===== src/rtl/discrete_log_search_if.sv =====
// Request/response bundle for the discrete-log search engine.
// valid/ready: start is a request taken only while busy=0; done is a one-cycle completion pulse.
interface discrete_log_search_if #(
  parameter int W = 8
);
  logic         start;
  logic [W-1:0] X;
  logic [W-1:0] Y;
  logic [W-1:0] N;
  logic         busy;
  logic         done;
  logic         found;
  logic         err;
  logic [W-1:0] E;

  modport master (
    output start, X, Y, N,
    input  busy, done, found, err, E
  );

  modport slave (
    input  start, X, Y, N,
    output busy, done, found, err, E
  );
endinterface


===== src/rtl/discrete_log_search.sv =====
// Finds the smallest E in 0..MAX_E with X^E mod N == Y mod N.
// It performs one modular multiply per clock.
module discrete_log_search #(
  parameter int W     = 8,
  parameter int MAX_E = 2**W - 1
) (
  input  logic                  clk,
  input  logic                  rst,
  discrete_log_search_if.slave  bus,
  output logic                  dbg_state
);
  typedef enum logic {IDLE = 1'b0, SEARCH = 1'b1} state_t;

  localparam logic [W-1:0] LAST_E = W'(MAX_E);

  state_t       state_q, state_d;
  logic [W-1:0] xm_q, xm_d;
  logic [W-1:0] ym_q, ym_d;
  logic [W-1:0] acc_q, acc_d;
  logic [W-1:0] cnt_q, cnt_d;
  logic [W-1:0] nr_q, nr_d;
  logic         busy_q, busy_d;
  logic         done_q, done_d;
  logic         found_q, found_d;
  logic         err_q, err_d;
  logic [W-1:0] e_q, e_d;
  logic [2*W-1:0] prod;

  always_comb begin
    state_d = state_q;
    xm_d    = xm_q;
    ym_d    = ym_q;
    acc_d   = acc_q;
    cnt_d   = cnt_q;
    nr_d    = nr_q;
    busy_d  = busy_q;
    done_d  = 1'b0;
    found_d = found_q;
    err_d   = err_q;
    e_d     = e_q;
    prod    = {{W{1'b0}}, acc_q} * {{W{1'b0}}, xm_q};

    case (state_q)
      IDLE: begin
        if (bus.start) begin
          if (bus.N != '0) begin
            xm_d    = bus.X % bus.N;
            ym_d    = bus.Y % bus.N;
            // 1 mod N is 0 only for N==1
            acc_d   = (bus.N == W'(1)) ? '0 : W'(1);
            cnt_d   = '0;
            nr_d    = bus.N;
            state_d = SEARCH;
            busy_d  = 1'b1;
            found_d = 1'b0;
            err_d   = 1'b0;
            e_d     = '0;
          end else begin
            done_d  = 1'b1;
            err_d   = 1'b1;
            found_d = 1'b0;
            e_d     = '0;
          end
        end
      end
      SEARCH: begin
        if (acc_q == ym_q) begin
          found_d = 1'b1;
          e_d     = cnt_q;
          done_d  = 1'b1;
          busy_d  = 1'b0;
          state_d = IDLE;
        end else if (cnt_q == LAST_E) begin
          found_d = 1'b0;
          e_d     = '0;
          done_d  = 1'b1;
          busy_d  = 1'b0;
          state_d = IDLE;
        end else begin
          acc_d = W'(prod % {{W{1'b0}}, nr_q});
          cnt_d = cnt_q + W'(1);
        end
      end
      default: state_d = IDLE;
    endcase
  end

  always_ff @(posedge clk) begin
    if (rst) begin
      state_q <= IDLE;
      xm_q    <= '0;
      ym_q    <= '0;
      acc_q   <= '0;
      cnt_q   <= '0;
      nr_q    <= '0;
      busy_q  <= 1'b0;
      done_q  <= 1'b0;
      found_q <= 1'b0;
      err_q   <= 1'b0;
      e_q     <= '0;
    end else begin
      state_q <= state_d;
      xm_q    <= xm_d;
      ym_q    <= ym_d;
      acc_q   <= acc_d;
      cnt_q   <= cnt_d;
      nr_q    <= nr_d;
      busy_q  <= busy_d;
      done_q  <= done_d;
      found_q <= found_d;
      err_q   <= err_d;
      e_q     <= e_d;
    end
  end

  assign bus.busy  = busy_q;
  assign bus.done  = done_q;
  assign bus.found = found_q;
  assign bus.err   = err_q;
  assign bus.E     = e_q;
  assign dbg_state = (state_q == SEARCH);
endmodule


===== src/flat_wrapper.sv =====
// flat-port wrapper written by rule: the top's interface ports become plain ports
module discrete_log_search_flat 
#(
  parameter int W     = 8,
  parameter int MAX_E = 2**W - 1
)
  (clk, rst, dbg_state, bus_start, bus_X, bus_Y, bus_N, bus_busy, bus_done, bus_found, bus_err, bus_E);
  discrete_log_search_if #(.W(W)) bus_i ();
  input  logic clk;
  input  logic rst;
  output logic dbg_state;
  input wire logic [$bits(bus_i.start)-1:0] bus_start;
  input wire logic [$bits(bus_i.X)-1:0] bus_X;
  input wire logic [$bits(bus_i.Y)-1:0] bus_Y;
  input wire logic [$bits(bus_i.N)-1:0] bus_N;
  output wire logic [$bits(bus_i.busy)-1:0] bus_busy;
  output wire logic [$bits(bus_i.done)-1:0] bus_done;
  output wire logic [$bits(bus_i.found)-1:0] bus_found;
  output wire logic [$bits(bus_i.err)-1:0] bus_err;
  output wire logic [$bits(bus_i.E)-1:0] bus_E;
  assign bus_i.start = bus_start;
  assign bus_i.X = bus_X;
  assign bus_i.Y = bus_Y;
  assign bus_i.N = bus_N;
  assign bus_busy = bus_i.busy;
  assign bus_done = bus_i.done;
  assign bus_found = bus_i.found;
  assign bus_err = bus_i.err;
  assign bus_E = bus_i.E;
  discrete_log_search #(.W(W), .MAX_E(MAX_E)) u_core (.clk(clk), .rst(rst), .bus(bus_i), .dbg_state(dbg_state));
endmodule

===== config.mk =====
export PLATFORM = sky130hd
export DESIGN_NAME = discrete_log_search_flat
export DESIGN_NICKNAME = d
export VERILOG_FILES = /design/src/rtl/discrete_log_search_if.sv /design/src/rtl/discrete_log_search.sv /design/src/flat_wrapper.sv
export SDC_FILE = /design/constraint.sdc
export NUM_CORES = 1
export LEC_CHECK = 0
export ABC_CLOCK_PERIOD_IN_PS = 80100
export BUFFER_PORTS_ARGS = -buffer_cell sky130_fd_sc_hd__buf_4
export CAP_MARGIN = 30
export CORE_AREA = 2 2 148 150
export DETAILED_ROUTE_END_ITERATION = 7
export DIE_AREA = 0 0 150 152
export GPL_TIMING_DRIVEN = 0
export PLACE_DENSITY = 0.74
export SYNTH_ARGS = -nofsm -noshare
export SYNTH_HDL_FRONTEND = slang
export SYNTH_SLANG_ARGS = --single-unit

===== constraint.sdc =====
create_clock -name clk -period 80.1 [get_ports clk]
set_input_delay 16.02 -clock clk [delete_from_list [all_inputs] [get_ports clk]]
set_output_delay 16.02 -clock clk [all_outputs]
set_load 0.005 [all_outputs]

==> flow_summary_export.csv, run 1 <==
group,metric,value,unit
run,max-cap-violations,0,
detailed_routing,vias,12000,
yosys,yosysSeqAreaShare,0.0838,
clocking,cts_tree,"yes",
floorplanning,start_util,0.593,
timing,relSlewSlack,0.325,
critical_path,critPathKind,"register to register",
critical_path,cpMostUsedCell,"o21a_1",
global_route,overflow,0,
timing,setup_viol,0,
clocking,clk_latency,0.30,ns
clocking,clk_pin_slew,0.08,ns
yosys,synth_cell_type_count,84,
yosys,synth_nets,1929,
timing,rsz0062_at_grt,"no",
timing,min_period_over_period,0.498,
detailed_routing,drtPass1Iterations,5,
timing,max_clock_freq,25.1,MHz
floorplanning,dieArea,0.0228,mm²
yosys,ys_warn_count,0,
global_route,grtUsageTotal,0.270,
floorplanning,io_pins,40,
critical_path,worst_ep_required_time,80.29,ns
critical_path,cpPeakStageDelay,0.84,ns
detailed_routing,ant_nets,0,
detailed_routing,avgRoutedWirePerCell,15.5,µm
clocking,cts-root-buf,"clkbuf_16",
timing,fin_crit,39.86,ns
critical_path,cp-end-kind,"register",
global_route,grt_start_max_net_pins,20,
min_path,hold_class,"register to register",
floorplanning,fp.dieW,150,µm
timing,finalHoldViolCount,0,
layout,syn_to_final_growth,6.32,%
critical_path,startpoint_type,"register",
clocking,cts_resized,0,
layout,diodes,0,
timing,worst_pin_slew,0.986,ns
global_route,grt_pass1_vias,11700,
min_path,worstHoldPathCells,2,
clocking,cts_buffers,5,
critical_path,cp.arrival,40.05,ns
placed_design,gp_congestion,0.884,
critical_path,cp_slowest_cell,"a2111oi_0",
detailed_routing,drc_errors,0,
clocking,post_cts_buffers,0,
clocking,cts.sink_count,53,
layout,layout-drive-gt1-share,0.0731,
critical_path,critPathMaxFanout,10,
placed_design,io_buffer_count,38,
floorplanning,core-area,0.0214,mm²
clocking,cts_max_level,2,
status,status,"completed",
timing,final.setup.tns,0,ns
clocking,postCtsHoldBufs,0,
layout,fill_cells,1944,
detailed_routing,wl,30600,µm
critical_path,cp_num_cells,159,
detailed_routing,post_drt_via_cell_ratio,6.09,
timing,skew,0.00859,ns
layout,nets,1975,
yosys,syn-cell-area,0.0127,mm²
timing,drv_slew,0,
yosys,synthArstFlopShare,0,
yosys,synth-seq-cells,53,
yosys,syn_area_per_cell,7.68,µm²
detailed_routing,drt_iter0_drc,477,
placed_design,dp_hpwl,25300,µm
yosys,syn-instance-count,1650,
critical_path,critPathBufInv,14,
yosys,synth-edff-count,0,
global_route,grt_pass1_wl,52700,µm
global_route,antenna_found_initial,0,
floorplanning,die_h,152,µm
floorplanning,rows,54,
clocking,clockBufferDepth,2,
yosys,synthFlopType,"dfxtp_1",
critical_path,r2r_cells,159,
critical_path,cp_top_family,"compound AO/OA/AOI/OAI gates",
## cells in the mapped netlist (4+ instances only)
master	count	area, µm²
nand2b_1	28	175
nor4_1	5	31.3
nor2b_1	22	138
or3_1	21	131
o21ai_0	70	350
nor3_1	71	355
o2111ai_1	4	35.0
a21o_1	45	338
and3_1	13	81.3
o31a_1	5	43.8
nand3_1	15	75.1
fa_1	39	781
o211ai_1	9	67.6
nand2_1	123	462
xor2_1	34	298
a41oi_1	5	43.8
ha_1	213	2670
inv_1	101	379
or2_2	8	50.1
o31ai_1	40	300
a211oi_1	20	150
buf_2	4	20.0
a31oi_1	8	50.1
a221o_1	5	50.1
dfxtp_1	53	1060
xnor2_1	56	490
o21bai_1	10	75.1
and2_1	65	407
nand4_1	16	100
o21a_1	81	608
mux2i_1	19	190
a22oi_1	12	90.1
nor2_1	145	544
mux2_2	33	372
clkbuf_1	41	154
o21ai_1	11	55.1
a21oi_1	121	606
## cell families (layout without fill, tap and decap cells)
family          Yosys count  count (layout)  share of synthesized area
fa+ha+maj               252             252                      0.272
xor+xnor                 90              90                     0.0622
compound gates          501             501                      0.270
buf+inv                 148             195                     0.0448
simple gates            550             550                      0.218
mux                      56              56                     0.0488
flops                    53              53                     0.0838
## placed cells by master (no fill, tap or decap), types with 40 or more instances in the layout
master	netlist	layout
a21o_1	45	45
a21oi_1	121	121
and2_1	65	65
clkbuf_1	41	41
dfxtp_1	53	53
ha_1	213	213
inv_1	101	101
nand2_1	123	123
nor2_1	145	145
nor3_1	71	71
o21a_1	81	81
o21ai_0	70	70
o31ai_1	40	40
xnor2_1	56	56
## flip-flops by register name (all words and copies together), names as in the netlist
name              flops
u_core.cnt_q          8
u_core.ym_q           8
u_core.nr_q           8
u_core.acc_q          8
u_core.bus.found      1
u_core.dbg_state      1
u_core.bus.err        1
u_core.xm_q           8
u_core.bus.done       1
u_core.bus.E          8
u_core.bus.busy       1
## worst paths after layout
check | start | endpoint | slack [ns]
worst max-delay path | u_core.acc_q[4]$_SDFFE_PP0P_ | u_core.acc_q[6]$_SDFFE_PP0P_ | 40.24
worst min register to register | u_core.bus.err$_SDFFE_PP0P_ | u_core.bus.err$_SDFFE_PP0P_ | 0.50
worst min-delay path | u_core.bus.err$_SDFFE_PP0P_ | u_core.bus.err$_SDFFE_PP0P_ | 0.50
worst max register to register | u_core.acc_q[4]$_SDFFE_PP0P_ | u_core.acc_q[6]$_SDFFE_PP0P_ | 40.24
## cell type report
cell class / instances / area, µm² / share of cell area
Multi-Input combinational cell: 1449 / 11000 / 0.820
Sequential cell: 53 / 1060 / 0.0788
Inverter: 101 / 379 / 0.0281
Tap cell: 280 / 350 / 0.0260
Timing Repair Buffer: 39 / 297 / 0.0220
Buffer: 47 / 189 / 0.0140
Clock buffer: 5 / 125 / 0.00929
Clock inverter: 3 / 28.8 / 0.00214
## through the flow
stage | worst slack, ns | cell area, µm² | hold WS, ns | cells | utilization
2_1_floorplan | 45.90 | 12700 | 0.465 | 1650 | -
3_3_place_gp | 41.31 | 13300 | 0.465 | 1968 | 0.623
3_5_place_dp | 40.76 | 13300 | 0.495 | 1969 | 0.624
4_1_cts | 40.65 | 13500 | 0.508 | 1977 | 0.631
5_1_grt | 37.46 | 13500 | 0.533 | 1977 | 0.631
6_report | 40.24 | 13500 | 0.502 | 1977 | 0.631
## routing by layer
layer,up-vias,wire (µm),GRT usage
met1,5636,13900,0.343
met2,242,14900,0.484
li1,6124,-,-
met3,45,1050,0.0210
met4,0,728,0.0746
met5,-,0,0
## tightest hold or removal path, stage by stage, from the launching register on
cell     delay, ns
dfxtp_1       0.32
nor2_1        0.10
nor2_1        0.05
Power of run 1 is left out: the tool's default activity adds up to more than one toggle a clock period on the data nets, which glitch-free logic cannot reach.
==> run 2: changes to the inputs <==
ABC_AREA = 1   (was not set)
ABC_CLOCK_PERIOD_IN_PS = 38200   (was 80100)
CORE_AREA = 2 2 149 151   (was 2 2 148 150)
DIE_AREA = 0 0 151 153   (was 0 0 150 152)
PLACE_DENSITY = 0.75   (was 0.74)
clock period = 38.2 ns   (was 80.1 ns; I/O delays follow)
==> flow_summary_export.csv, run 2 <==
group,metric,value,unit
status,status,"completed",
layout,layout-drive-gt1-share,0.0789,
yosys,yosysTopAreaCell,"ha_1",
detailed_routing,drt_iter0_drc,622,
clocking,postCtsHoldBufs,0,
detailed_routing,avgRoutedWirePerCell,12.7,µm
clocking,cts_buffers,5,
critical_path,startpoint_type,"register",
yosys,synthDominantCellAreaShare,0.205,
timing,drv_slew,0,
yosys,ys_top_cells_by_count,"474 x nand2_1, 341 x inv_1, 213 x ha_1",
yosys,syn_area_per_cell,6.47,µm²
global_route,overflow,0,
layout,fill_cells,2010,
clocking,cts_resized,0,
clocking,cts_tree,"yes",
floorplanning,dieArea,0.0231,mm²
critical_path,worst_ep_required_time,38.43,ns
floorplanning,fp.dieW,151,µm
detailed_routing,ant_nets,0,
detailed_routing,vias,12500,
timing,min_period_over_period,0.889,
global_route,grt_start_max_net_pins,19,
yosys,synth_nets,2285,
timing,setup_viol,0,
yosys,synthFlopType,"dfxtp_1",
clocking,cts-root-buf,"clkbuf_16",
min_path,hold_class,"register to register",
global_route,antenna_found_initial,0,
placed_design,dp_hpwl,24900,µm
detailed_routing,wl,29600,µm
detailed_routing,drc_errors,0,
yosys,syn-instance-count,2006,
clocking,cts_max_level,2,
layout,nets,2332,
yosys,synth_cell_type_count,54,
clocking,cts.sink_count,53,
global_route,grt_pass1_vias,11900,
floorplanning,start_util,0.604,
global_route,grt_pass1_wl,51100,µm
timing,final.setup.tns,0,ns
timing,worst_pin_slew,0.763,ns
yosys,synth.area.top_cells,"ha_1 21%, nand2_1 14%, inv_1 9.9%",
timing,finalHoldViolCount,0,
placed_design,io_buffer_count,39,
yosys,synthArstFlopShare,0,
run,max-cap-violations,0,
critical_path,cpPeakStageDelay,0.55,ns
timing,skew,0.00882,ns
layout,diodes,0,
yosys,synth-seq-cells,53,
floorplanning,die_h,153,µm
floorplanning,rows,54,
clocking,clk_pin_slew,0.08,ns
yosys,synth_most_common_cell,"nand2_1",
clocking,clockBufferDepth,2,
critical_path,cpMostUsedCell,"nand2_1",
layout,syn_to_final_growth,6.15,%
timing,fin_crit,33.98,ns
timing,rsz0062_at_grt,"no",
global_route,grtUsageTotal,0.260,
yosys,yosysSeqAreaShare,0.0818,
yosys,syn-cell-area,0.0130,mm²
critical_path,critPathMaxFanout,10,
yosys,synth-edff-count,0,
yosys,ys_warn_count,0,
timing,max_clock_freq,29.4,MHz
floorplanning,io_pins,40,
placed_design,gp_congestion,0.912,
detailed_routing,post_drt_via_cell_ratio,5.35,
critical_path,critPathKind,"register to register",
layout,final_common_cell,"nand2_1",
clocking,clk_latency,0.30,ns
layout,final_cell_mix,"474 x nand2_1, 341 x inv_1, 213 x ha_1",
clocking,post_cts_buffers,0,
critical_path,cp.arrival,34.21,ns
floorplanning,core-area,0.0215,mm²
timing,relSlewSlack,0.478,
critical_path,cp_slowest_cell,"fa_1",
critical_path,cp-end-kind,"register",
detailed_routing,drtPass1Iterations,5,
-- run 2: path summary, 6_finish.rpt --
path / slack, ns / cells past startpoint / end / start
max: 4.22 / 223 / u_core.acc_q[7]$_SDFFE_PP0P_ / u_core.acc_q[2]$_SDFFE_PP0P_
min reg2reg: 0.47 / 2 / u_core.bus.E[7]$_SDFFE_PP0P_ / u_core.bus.E[7]$_SDFFE_PP0P_
min: 0.47 / 2 / u_core.bus.E[7]$_SDFFE_PP0P_ / u_core.bus.E[7]$_SDFFE_PP0P_
max reg2reg: 4.22 / 223 / u_core.acc_q[7]$_SDFFE_PP0P_ / u_core.acc_q[2]$_SDFFE_PP0P_
-- run 2: per-layer routing --
metal / global-route usage / share of wire / up-vias / wire length (µm)
li1: - / - / 6599 / -
met1: 0.315 / 0.44 / 5660 / 13200
met2: 0.484 / 0.50 / 173 / 14800
met3: 0.0209 / 0.028 / 44 / 832
met4: 0.0770 / 0.026 / 0 / 756
met5: 0 / 0 / - / 0
-- run 2: final cells by class --
class / count / area (µm²) / share of cell area
tap: 280 / 350 / 0.0254
timing repair buffer: 40 / 297 / 0.0215
clock inverter: 3 / 26.3 / 0.00191
sequential: 53 / 1060 / 0.0770
inverter: 357 / 1350 / 0.0976
multi-input combinational: 1548 / 10400 / 0.752
buffer: 48 / 213 / 0.0154
clock buffer: 5 / 125 / 0.00908
-- run 2: logic make-up after synthesis --
family | after synthesis | share of synthesized area
adder cells (fa/ha/maj) | 252 | 0.266
buffers and inverters | 405 | 0.120
flip-flops | 53 | 0.0818
AND/OR/NAND/NOR | 798 | 0.278
AO/OA/AOI/OAI | 375 | 0.172
XOR/XNOR | 123 | 0.0830
-- run 2: critical path, delay by kind of cell, from the launching register on --
| kind | cells | cell delay (ns) |
|---|---|---|
| AOI/OAI and AO/OA | 80 | 13.42 |
| buffers and inverters | 41 | 4.82 |
| adders and majority gates | 21 | 7.34 |
| DFF | 1 | 0.31 |
| and+or+nand+nor | 81 | 7.84 |
-- run 2: stage by stage --
step	area [µm²]	std cells	worst slack, ns	utilization	hold WS [ns]
2_1_floorplan	13000	2006	8.70	-	0.453
3_3_place_gp	13600	2325	5.22	0.634	0.453
3_5_place_dp	13600	2326	4.55	0.634	0.456
4_1_cts	13800	2334	4.36	0.641	0.467
5_1_grt	13800	2334	0.340	0.641	0.488
6_report	13800	2334	4.22	0.641	0.467
Power of run 2 is left out for the same reason.
==> run 3: changes to the inputs <==
CTS_CLUSTER_DIAMETER = 80   (was not set)
RECOVER_POWER = 25   (was not set)
==> flow_summary_export.csv, run 3 (same netlist as run 2, synthesis figures left out) <==
group,metric,value,unit
timing,fin_crit,33.98,ns
clocking,cts_buffers,5,
floorplanning,start_util,0.604,
critical_path,cp.arrival,34.21,ns
critical_path,cpPeakStageDelay,0.55,ns
timing,rsz0062_at_grt,"no",
detailed_routing,vias,12500,
placed_design,dp_hpwl,24900,µm
detailed_routing,drt_iter0_drc,615,
clocking,clk_latency,0.30,ns
timing,setup_viol,0,
floorplanning,dieArea,0.0231,mm²
global_route,grt_pass1_wl,51100,µm
layout,diodes,0,
global_route,grtUsageTotal,0.260,
floorplanning,core-area,0.0215,mm²
detailed_routing,avgRoutedWirePerCell,12.7,µm
timing,worst_pin_slew,0.800,ns
global_route,antenna_found_initial,0,
timing,skew,0.00886,ns
detailed_routing,drtPass1Iterations,5,
layout,final_cell_mix,"474 x nand2_1, 341 x inv_1, 213 x ha_1",
timing,finalHoldViolCount,0,
timing,drv_slew,0,
floorplanning,io_pins,40,
timing,min_period_over_period,0.889,
clocking,clockBufferDepth,2,
critical_path,startpoint_type,"register",
clocking,cts.sink_count,53,
global_route,grt_pass1_vias,11900,
clocking,postCtsHoldBufs,0,
critical_path,worst_ep_required_time,38.43,ns
clocking,post_cts_buffers,0,
placed_design,gp_congestion,0.912,
min_path,hold_class,"register to register",
status,status,"completed",
detailed_routing,wl,29600,µm
clocking,cts_resized,0,
clocking,clk_pin_slew,0.08,ns
critical_path,cpMostUsedCell,"nand2_1",
layout,nets,2332,
critical_path,cp_top_family,"compound AO/OA/AOI/OAI gates",
global_route,grt_start_max_net_pins,19,
timing,relSlewSlack,0.466,
floorplanning,fp.dieW,151,µm
timing,max_clock_freq,29.4,MHz
clocking,cts_tree,"yes",
run,max-cap-violations,0,
floorplanning,die_h,153,µm
critical_path,critPathBufInv,41,
layout,layout-drive-gt1-share,0.0774,
critical_path,cp-end-kind,"register",
clocking,cts-root-buf,"clkbuf_16",
layout,syn_to_final_growth,6.06,%
placed_design,io_buffer_count,39,
layout,final_common_cell,"nand2_1",
timing,final.setup.tns,0,ns
detailed_routing,drc_errors,0,
critical_path,cp_slowest_cell,"fa_1",
clocking,cts_max_level,2,
detailed_routing,ant_nets,0,
critical_path,critPathMaxFanout,10,
floorplanning,rows,54,
critical_path,critPathKind,"register to register",
global_route,overflow,0,
detailed_routing,post_drt_via_cell_ratio,5.35,
==> run 3: cell count changes in the layout (fill, tap and decap cells not counted), sizes merged <==
cell	change
buf	-13
clkbuf	+13
==> run 3: metrics by stage <==
stage	util	instance area (µm²)	hold slack (ns)	std cells	setup slack, ns
floorplan	-	13000	0.453	2006	8.70
global placement	0.634	13600	0.453	2325	5.22
detailed placement	0.634	13600	0.456	2326	4.55
CTS	0.641	13800	0.467	2334	4.36
global route	0.641	13800	0.485	2334	0.340
finish	0.641	13800	0.464	2334	4.22
==> run 3: per-layer routing <==
metal	global-route usage	up-vias	part of all wire
met5	0	-	0
met4	0.0770	0	0.026
met3	0.0209	45	0.026
met2	0.484	173	0.50
met1	0.315	5667	0.45
li1	-	6597	-
==> run 3: path summary, 6_finish.rpt <==
| path | cells past startpoint | from | end | slack [ns] |
|---|---|---|---|---|
| setup / recovery | 223 | u_core.acc_q[4]$_SDFFE_PP0P_ | u_core.acc_q[7]$_SDFFE_PP0P_ | 4.22 |
| setup reg to reg | 223 | u_core.acc_q[4]$_SDFFE_PP0P_ | u_core.acc_q[7]$_SDFFE_PP0P_ | 4.22 |
| hold / removal | 2 | u_core.bus.E[1]$_SDFFE_PP0P_ | u_core.bus.E[1]$_SDFFE_PP0P_ | 0.46 |
| hold reg to reg | 2 | u_core.bus.E[1]$_SDFFE_PP0P_ | u_core.bus.E[1]$_SDFFE_PP0P_ | 0.46 |
==> run 3: area by class of cell <==
type                       count  area (µm²)
clock inverter                 3        26.3
timing repair buffer          40         285
sequential                    53        1060
inverter                     357        1350
fill                        2010        7720
buffer                        48         213
clock buffer                   5         125
multi-input combinational   1548       10400
tap                          280         350
==> run 3: tightest hold or removal path, delay by kind of cell (launching register included) <==
kind	cells	cell delay, ns
DFF	1	0.32
AOI/OAI and AO/OA	1	0.05
and+or+nand+nor	1	0.06
Power of run 3 is left out for the same reason.
